==> config.mk <==
export PLATFORM = sky130hd
export DESIGN_NAME = module_iir_biquad_flat
export DESIGN_NICKNAME = d
export VERILOG_FILES = /design/src/rtl/iir_pkg.sv /design/src/rtl/module_iir_biquad_if.sv /design/src/rtl/iir_mac.sv /design/src/rtl/module_iir_biquad.sv /design/src/flat_wrapper.sv
export SDC_FILE = /design/constraint.sdc
export NUM_CORES = 2
export LEC_CHECK = 0
export CORE_UTILIZATION = 25
export CTS_BUF_LIST = sky130_fd_sc_hd__clkbuf_8 sky130_fd_sc_hd__clkbuf_16
export CTS_CLUSTER_DIAMETER = 150
export DETAILED_ROUTE_END_ITERATION = 7
export PLACE_DENSITY = 0.37
export SETUP_SLACK_MARGIN = 0.1
export SLEW_MARGIN = 25
export SYNTH_ARGS = -nofsm -noshare
export SYNTH_HDL_FRONTEND = slang
export SYNTH_HIERARCHICAL = 1
export SYNTH_SLANG_ARGS = --single-unit
==> constraint.sdc <==
create_clock -name clk -period 18.8 [get_ports clk]
set_input_delay 3.76 -clock clk [delete_from_list [all_inputs] [get_ports clk]]
set_output_delay 3.76 -clock clk [all_outputs]
set_load 0.02 [all_outputs]
==> src/rtl/iir_pkg.sv <==
// Shared types and constants for the time-multiplexed biquad and its DSP48A1-style MAC.
// The OPMODE select codes follow the DSP48A1 X/Z multiplexer encoding.
package iir_pkg;

    typedef enum logic [2:0] {
        ST_IDLE,
        ST_MAC,
        ST_WAIT,
        ST_STORE,
        ST_DONE
    } state_t;

    localparam logic [2:0] TAP_B0 = 3'd0;
    localparam logic [2:0] TAP_B1 = 3'd1;
    localparam logic [2:0] TAP_B2 = 3'd2;
    localparam logic [2:0] TAP_A1 = 3'd3;
    localparam logic [2:0] TAP_A2 = 3'd4;

    localparam int MAC_TAPS = 5;
    localparam int PIPE_LAT = 2;

    localparam logic [1:0] OPMODE_X_ZERO = 2'b00;
    localparam logic [1:0] OPMODE_X_M    = 2'b01;
    localparam logic [1:0] OPMODE_Z_ZERO = 2'b00;
    localparam logic [1:0] OPMODE_Z_P    = 2'b10;

endpackage

==> src/rtl/module_iir_biquad_if.sv <==
// Sample and coefficient port bundle of the biquad; master drives samples/coefficients,
// slave is the filter.
interface module_iir_biquad_if #(
    parameter int DATA_W = 18,
    parameter int COEF_W = 18,
    parameter int NCH    = 2
);
    logic                    sample_in_rdy;
    logic [NCH*DATA_W-1:0]   sample_in;
    logic                    coef_wr;
    logic [2:0]              coef_addr;
    logic [COEF_W-1:0]       coef_data;
    logic                    coef_commit;
    logic                    busy;
    logic                    sample_drop;
    logic                    sample_out_rdy;
    logic [NCH*DATA_W-1:0]   sample_out;

    modport master (
        output sample_in_rdy, sample_in, coef_wr, coef_addr, coef_data, coef_commit,
        input  busy, sample_drop, sample_out_rdy, sample_out
    );

    modport slave (
        input  sample_in_rdy, sample_in, coef_wr, coef_addr, coef_data, coef_commit,
        output busy, sample_drop, sample_out_rdy, sample_out
    );
endinterface

==> src/rtl/iir_mac.sv <==
// Behavioural DSP48A1 slice: registered multiply (M) then registered add/sub/load (P),
// two cycles from operands to P.
module iir_mac
    import iir_pkg::*;
#(
    parameter int A_W   = 18,
    parameter int B_W   = 18,
    parameter int ACC_W = 48
) (
    input  logic                    clk,
    input  logic                    rst,
    input  logic signed [A_W-1:0]   i_a,
    input  logic signed [B_W-1:0]   i_b,
    input  logic [1:0]              i_opmode_x,
    input  logic [1:0]              i_opmode_z,
    input  logic                    i_sub,
    output logic signed [ACC_W-1:0] o_p
);
    localparam int PROD_W = A_W + B_W;

    logic signed [PROD_W-1:0] r_m;
    logic [1:0]               r_opx;
    logic [1:0]               r_opz;
    logic                     r_sub;
    logic signed [ACC_W-1:0]  r_p;
    logic signed [ACC_W-1:0]  w_x;
    logic signed [ACC_W-1:0]  w_z;

    // Opmode travels with the product so it is applied in the same stage as M.
    always_comb begin
        w_x = (r_opx == OPMODE_X_M) ? {{(ACC_W-PROD_W){r_m[PROD_W-1]}}, r_m} : '0;
        w_z = (r_opz == OPMODE_Z_P) ? r_p : '0;
    end

    always_ff @(posedge clk or posedge rst) begin
        if (rst) begin
            r_m   <= '0;
            r_opx <= OPMODE_X_ZERO;
            r_opz <= OPMODE_Z_P;
            r_sub <= 1'b0;
            r_p   <= '0;
        end else begin
            r_m   <= i_a * i_b;
            r_opx <= i_opmode_x;
            r_opz <= i_opmode_z;
            r_sub <= i_sub;
            r_p   <= r_sub ? (w_z - w_x) : (w_z + w_x);
        end
    end

    assign o_p = r_p;
endmodule

==> src/rtl/module_iir_biquad.sv <==
// Time-multiplexed Direct Form I biquad for NCH channels sharing one MAC and one coefficient set.
// Build option IIR_SATURATE_EN: clamp results to DATA_W instead of two's-complement wrap.
module module_iir_biquad
    import iir_pkg::*;
#(
    parameter int DATA_W    = 18,
    parameter int COEF_W    = 18,
    parameter int FRAC_BITS = 16,
    parameter int NCH       = 2,
    parameter int ACC_W     = 48
) (
    input logic                clk,
    input logic                reset,
    module_iir_biquad_if.slave bus
);
    localparam int CH_W = (NCH > 1) ? $clog2(NCH) : 1;
    typedef logic signed [DATA_W-1:0] samp_t;
    typedef logic signed [COEF_W-1:0] coef_t;
    localparam coef_t COEF_ONE = COEF_W'(1 << FRAC_BITS);
`ifdef IIR_SATURATE_EN
    localparam logic signed [ACC_W-1:0] SAT_HI = {{(ACC_W-DATA_W+1){1'b0}}, {(DATA_W-1){1'b1}}};
    localparam logic signed [ACC_W-1:0] SAT_LO = {{(ACC_W-DATA_W+1){1'b1}}, {(DATA_W-1){1'b0}}};
`endif

    state_t                  r_state;
    logic [2:0]              r_cnt;
    logic [CH_W-1:0]         r_ch;
    logic                    r_pend;
    logic                    r_busy;
    logic                    r_drop;
    logic                    r_out_rdy;
    logic [NCH*DATA_W-1:0]   r_out;
    coef_t                   r_shadow [MAC_TAPS];
    coef_t                   r_active [MAC_TAPS];
    coef_t                   w_shadow_nxt [MAC_TAPS];
    samp_t                   r_xin [NCH];
    samp_t                   r_x1 [NCH];
    samp_t                   r_x2 [NCH];
    samp_t                   r_y1 [NCH];
    samp_t                   r_y2 [NCH];
    samp_t                   r_res [NCH];
    logic [2:0]              w_tap;
    samp_t                   w_data;
    coef_t                   w_coef;
    logic [1:0]              w_opx;
    logic [1:0]              w_opz;
    logic                    w_sub;
    logic signed [ACC_W-1:0] w_p;
    logic signed [ACC_W-1:0] w_shift;
    samp_t                   w_res;

    // A write in the same cycle as a commit must be part of what gets committed.
    always_comb begin
        for (int i = 0; i < MAC_TAPS; i++) w_shadow_nxt[i] = r_shadow[i];
        if (bus.coef_wr && bus.coef_addr <= TAP_A2) w_shadow_nxt[bus.coef_addr] = bus.coef_data;
    end

    always_comb begin
        w_tap  = TAP_A2 - r_cnt;
        w_coef = r_active[w_tap];
        case (w_tap)
            TAP_B0:  w_data = r_xin[r_ch];
            TAP_B1:  w_data = r_x1[r_ch];
            TAP_B2:  w_data = r_x2[r_ch];
            TAP_A1:  w_data = r_y1[r_ch];
            default: w_data = r_y2[r_ch];
        endcase
        w_opx = OPMODE_X_ZERO;
        w_opz = OPMODE_Z_P;
        w_sub = 1'b0;
        if (r_state == ST_MAC) begin
            w_opx = OPMODE_X_M;
            w_opz = (w_tap == TAP_B0) ? OPMODE_Z_ZERO : OPMODE_Z_P;
            w_sub = (w_tap >= TAP_A1);
        end
    end

    iir_mac #(.A_W(DATA_W), .B_W(COEF_W), .ACC_W(ACC_W)) u_mac (
        .clk        (clk),
        .rst        (reset),
        .i_a        (w_data),
        .i_b        (w_coef),
        .i_opmode_x (w_opx),
        .i_opmode_z (w_opz),
        .i_sub      (w_sub),
        .o_p        (w_p)
    );

    always_comb begin
        w_shift = w_p >>> FRAC_BITS;
`ifdef IIR_SATURATE_EN
        if (w_shift > SAT_HI)      w_res = DATA_W'(SAT_HI);
        else if (w_shift < SAT_LO) w_res = DATA_W'(SAT_LO);
        else                       w_res = DATA_W'(w_shift);
`else
        w_res = DATA_W'(w_shift);
`endif
    end

    always_ff @(posedge clk or posedge reset) begin
        if (reset) begin
            r_state   <= ST_IDLE;
            r_cnt     <= '0;
            r_ch      <= '0;
            r_pend    <= 1'b0;
            r_busy    <= 1'b0;
            r_drop    <= 1'b0;
            r_out_rdy <= 1'b0;
            r_out     <= '0;
            for (int i = 0; i < MAC_TAPS; i++) begin
                r_shadow[i] <= (i == 0) ? COEF_ONE : '0;
                r_active[i] <= (i == 0) ? COEF_ONE : '0;
            end
            for (int c = 0; c < NCH; c++) begin
                r_xin[c] <= '0;
                r_x1[c]  <= '0;
                r_x2[c]  <= '0;
                r_y1[c]  <= '0;
                r_y2[c]  <= '0;
                r_res[c] <= '0;
            end
        end else begin
            r_drop    <= bus.sample_in_rdy && (r_state != ST_IDLE);
            r_out_rdy <= 1'b0;
            for (int i = 0; i < MAC_TAPS; i++) r_shadow[i] <= w_shadow_nxt[i];
            if (bus.coef_commit && r_state != ST_IDLE && r_state != ST_DONE) r_pend <= 1'b1;
            case (r_state)
                ST_IDLE: begin
                    if (bus.coef_commit)
                        for (int i = 0; i < MAC_TAPS; i++) r_active[i] <= w_shadow_nxt[i];
                    if (bus.sample_in_rdy) begin
                        for (int c = 0; c < NCH; c++) r_xin[c] <= bus.sample_in[c*DATA_W +: DATA_W];
                        r_ch    <= '0;
                        r_cnt   <= 3'(MAC_TAPS - 1);
                        r_busy  <= 1'b1;
                        r_state <= ST_MAC;
                    end
                end
                ST_MAC: begin
                    if (r_cnt == 3'd0) begin
                        r_cnt   <= 3'(PIPE_LAT - 1);
                        r_state <= ST_WAIT;
                    end else begin
                        r_cnt <= r_cnt - 3'd1;
                    end
                end
                ST_WAIT: begin
                    if (r_cnt == 3'd0) r_state <= ST_STORE;
                    else               r_cnt   <= r_cnt - 3'd1;
                end
                ST_STORE: begin
                    r_res[r_ch] <= w_res;
                    r_x2[r_ch]  <= r_x1[r_ch];
                    r_x1[r_ch]  <= r_xin[r_ch];
                    r_y2[r_ch]  <= r_y1[r_ch];
                    r_y1[r_ch]  <= w_res;
                    if (r_ch == CH_W'(NCH - 1)) begin
                        r_state <= ST_DONE;
                    end else begin
                        r_ch    <= r_ch + 1'b1;
                        r_cnt   <= 3'(MAC_TAPS - 1);
                        r_state <= ST_MAC;
                    end
                end
                ST_DONE: begin
                    for (int c = 0; c < NCH; c++) r_out[c*DATA_W +: DATA_W] <= r_res[c];
                    r_out_rdy <= 1'b1;
                    r_busy    <= 1'b0;
                    r_state   <= ST_IDLE;
                    if (r_pend || bus.coef_commit)
                        for (int i = 0; i < MAC_TAPS; i++) r_active[i] <= w_shadow_nxt[i];
                    r_pend <= 1'b0;
                end
                default: r_state <= ST_IDLE;
            endcase
        end
    end

    assign bus.busy           = r_busy;
    assign bus.sample_drop    = r_drop;
    assign bus.sample_out_rdy = r_out_rdy;
    assign bus.sample_out     = r_out;
endmodule

==> src/flat_wrapper.sv <==
// flat-port wrapper written by rule: the top's interface ports become plain ports
module module_iir_biquad_flat import iir_pkg::*;
#(
    parameter int DATA_W    = 18,
    parameter int COEF_W    = 18,
    parameter int FRAC_BITS = 16,
    parameter int NCH       = 2,
    parameter int ACC_W     = 48
)
  (clk, reset, bus_sample_in_rdy, bus_sample_in, bus_coef_wr, bus_coef_addr, bus_coef_data, bus_coef_commit, bus_busy, bus_sample_drop, bus_sample_out_rdy, bus_sample_out);
  module_iir_biquad_if #(.DATA_W(DATA_W), .COEF_W(COEF_W), .NCH(NCH)) bus_i ();
  input logic clk;
  input logic reset;
  input wire logic [$bits(bus_i.sample_in_rdy)-1:0] bus_sample_in_rdy;
  input wire logic [$bits(bus_i.sample_in)-1:0] bus_sample_in;
  input wire logic [$bits(bus_i.coef_wr)-1:0] bus_coef_wr;
  input wire logic [$bits(bus_i.coef_addr)-1:0] bus_coef_addr;
  input wire logic [$bits(bus_i.coef_data)-1:0] bus_coef_data;
  input wire logic [$bits(bus_i.coef_commit)-1:0] bus_coef_commit;
  output wire logic [$bits(bus_i.busy)-1:0] bus_busy;
  output wire logic [$bits(bus_i.sample_drop)-1:0] bus_sample_drop;
  output wire logic [$bits(bus_i.sample_out_rdy)-1:0] bus_sample_out_rdy;
  output wire logic [$bits(bus_i.sample_out)-1:0] bus_sample_out;
  assign bus_i.sample_in_rdy = bus_sample_in_rdy;
  assign bus_i.sample_in = bus_sample_in;
  assign bus_i.coef_wr = bus_coef_wr;
  assign bus_i.coef_addr = bus_coef_addr;
  assign bus_i.coef_data = bus_coef_data;
  assign bus_i.coef_commit = bus_coef_commit;
  assign bus_busy = bus_i.busy;
  assign bus_sample_drop = bus_i.sample_drop;
  assign bus_sample_out_rdy = bus_i.sample_out_rdy;
  assign bus_sample_out = bus_i.sample_out;
  module_iir_biquad #(.DATA_W(DATA_W), .COEF_W(COEF_W), .FRAC_BITS(FRAC_BITS), .NCH(NCH), .ACC_W(ACC_W)) u_core (.clk(clk), .reset(reset), .bus(bus_i));
endmodule
==> flow_summary_export.csv <==
group,metric,value,unit
status,status,"completed",
route,drt_first_pass_iters,5,
timing,slew_viol_final,0,
global_route,first_global_vias,23600,
route,remaining_drc_errors,0,
final_layout,syn_to_final_growth,15.4,%
cts,cts_setup_buffers,0,
global_route,antenna_found_initial,4,
floorplan,start_util,0.252,
global_route,grt_overflow_total,0,
route,wirelength,95100,um
floorplan,fp.dieH,371,um
placed_design,gp_congestion,0.768,
timing,period_share,0.505,
cts,htreeDepth,2,
route,via_per_inst,4.40,
floorplan,io_pins,101,
worst_setup_path,crit_top_cell,"inv_1",
placed_design,dpl.hpwl,69200,um
cts,worstSkewPairLatency,0.69,ns
floorplan,coreArea,0.135,mm2
timing,min_period,9.50,ns
worst_setup_path,worstPathArrival,9.99,ns
route,via_count,21400,
cts,cts_sinks,480,
worst_setup_path,critical_path.startpoint_type,"flop",
floorplan,die-area,0.138,mm2
timing,fin_worst_skew,0.0917,ns
worst_setup_path,critPathRequiredTime,19.29,ns
route,drt_iter0_drc,921,
route,ant_nets,0,
cts,ctsRootBufferMaster,"clkbuf_16",
placed_design,portBuffers,100,
final_layout,final_cell_area,0.0393,mm2
global_route,grt_max_degree,96,
placed_design,pre_cts_ws,9.25,ns
floorplan,rows,135,
cts,hold_buffers,0,
placed_design,placed_area,0.0371,mm2
timing,tns,0,ns
timing,max_freq,0.105,GHz
timing,worst_pin_slew,0.991,ns
final_layout,drive_gt1_frac,0.188,
global_route,grt_util_all_layers,0.141,
timing,hold_viol,0,
final_layout,layout_commonest_cell,"dfrtp_1",
worst_setup_path,endpoint_kind,"flop",
cts,clockBufferDepth,3,
timing,relSlewSlack,0.339,
global_route,grt_pass1_wl,149000,um
worst_setup_path,worstPathMaxFanout,27,
timing,rsz0062_at_grt,"no",
synth,synth_warnings,6,
floorplan,die_x,371,um
worst_setup_path,crit_path_max_incr_delay,0.83,ns
final_layout,final_cell_mix,"dfrtp_1, inv_1, mux2_2",
timing,setup_ws,9.30,ns
cts,numCtsBuffers,61,
cts,tritoncts,"done",
timing,holdWs,0.476,ns
final_layout,nFillCells,14000,
route,wl_per_cell,19.5,um
cts,cts.repair.resized,0,
synth,synthesis.area,0.0341,mm2
worst_hold_path,hp-class,"reg2reg",
timing,final-setup-viol-count,0,
worst_setup_path,path_class,"reg2reg",
synth,synthCells,2976,
worst_setup_path,slowest_stage,"o41a_1",
final_layout,nets,3561,
run,cap_violations,0,
synth,syn-mean-instance-area,11.4,um2
cts,clk_pin_slew,0.06,ns
==> metrics by stage <==
stage                     std cells  utilization
final                          4876        0.291
after detailed placement       4760        0.274
after floorplan                2977            -
after global routing           4874        0.290
after CTS                      4874        0.290
after global placement         4760        0.274
==> critical path: cells and delay by family, from the launching register on <==
family,cells,cell delay [ns]
AOI/OAI and AO/OA,7,2.52
buffers and inverters,9,1.13
DFF,1,0.37
and+or+nand+nor,5,1.24
adders and majority gates,9,4.02
==> state kept, by name (all words and copies together), names as in the netlist <==
| register | cells |
|---|---|
| u_core/r_active | 90 |
| u_core/r_shadow | 90 |
| u_core/bus.sample_out | 36 |
| u_core/r_x1 | 36 |
| u_core/r_x2 | 36 |
| u_core/r_xin | 36 |
| u_core/r_y1 | 36 |
| u_core/r_y2 | 36 |
| u_core/u_mac/o_p | 34 |
| u_core/u_mac/r_m | 34 |
| u_core/r_cnt | 3 |
| u_core/r_state | 3 |
| u_core/u_mac/r_opx | 2 |
| u_core/u_mac/r_opz | 2 |
| u_core/bus.busy | 1 |
| u_core/bus.sample_drop | 1 |
| u_core/bus.sample_out_rdy | 1 |
| u_core/r_ch | 1 |
| u_core/r_pend | 1 |
| u_core/u_mac/r_sub | 1 |
==> path summary, 6_finish.rpt <==
check / startpoint / slack, ns / to / cells past startpoint
setup / recovery: u_core/r_cnt[1] / 9.30 / u_core/u_mac/r_m[29] / 30
hold / removal: u_core/r_shadow[68] / 0.48 / u_core/r_shadow[68] / 1
setup reg to reg: u_core/r_cnt[1] / 9.30 / u_core/u_mac/r_m[29] / 30
hold reg to reg: u_core/r_shadow[68] / 0.48 / u_core/r_shadow[68] / 1
max in group asynchronous: reset / 12.95 / u_core/r_active[24] / 4
min in group asynchronous: reset / 3.60 / u_core/u_mac/r_m[11] / 2
==> metal layers <==
| metal | up-vias | routed length, um | global-route usage |
|---|---|---|---|
| met5 | - | 0 | 0 |
| met4 | 0 | 1380 | 0.0260 |
| met3 | 83 | 2400 | 0.0160 |
| met2 | 259 | 44900 | 0.232 |
| met1 | 11200 | 46300 | 0.200 |
| li1 | 9936 | - | - |
==> layout make-up <==
class,instances,area (um2),share of cell area
Tap cell,1781,2230,0.0567
Sequential cell,480,12000,0.306
Timing Repair Buffer,149,1370,0.0349
Antenna cell,2,5.00,0.000127
Clock buffer,67,1610,0.0409
Multi-Input combinational cell,1977,20000,0.510
Inverter,373,1410,0.0358
Clock inverter,47,618,0.0157
Power is left out: the tool's default activity adds up to more than one toggle a clock period on the data nets, which glitch-free logic cannot reach.
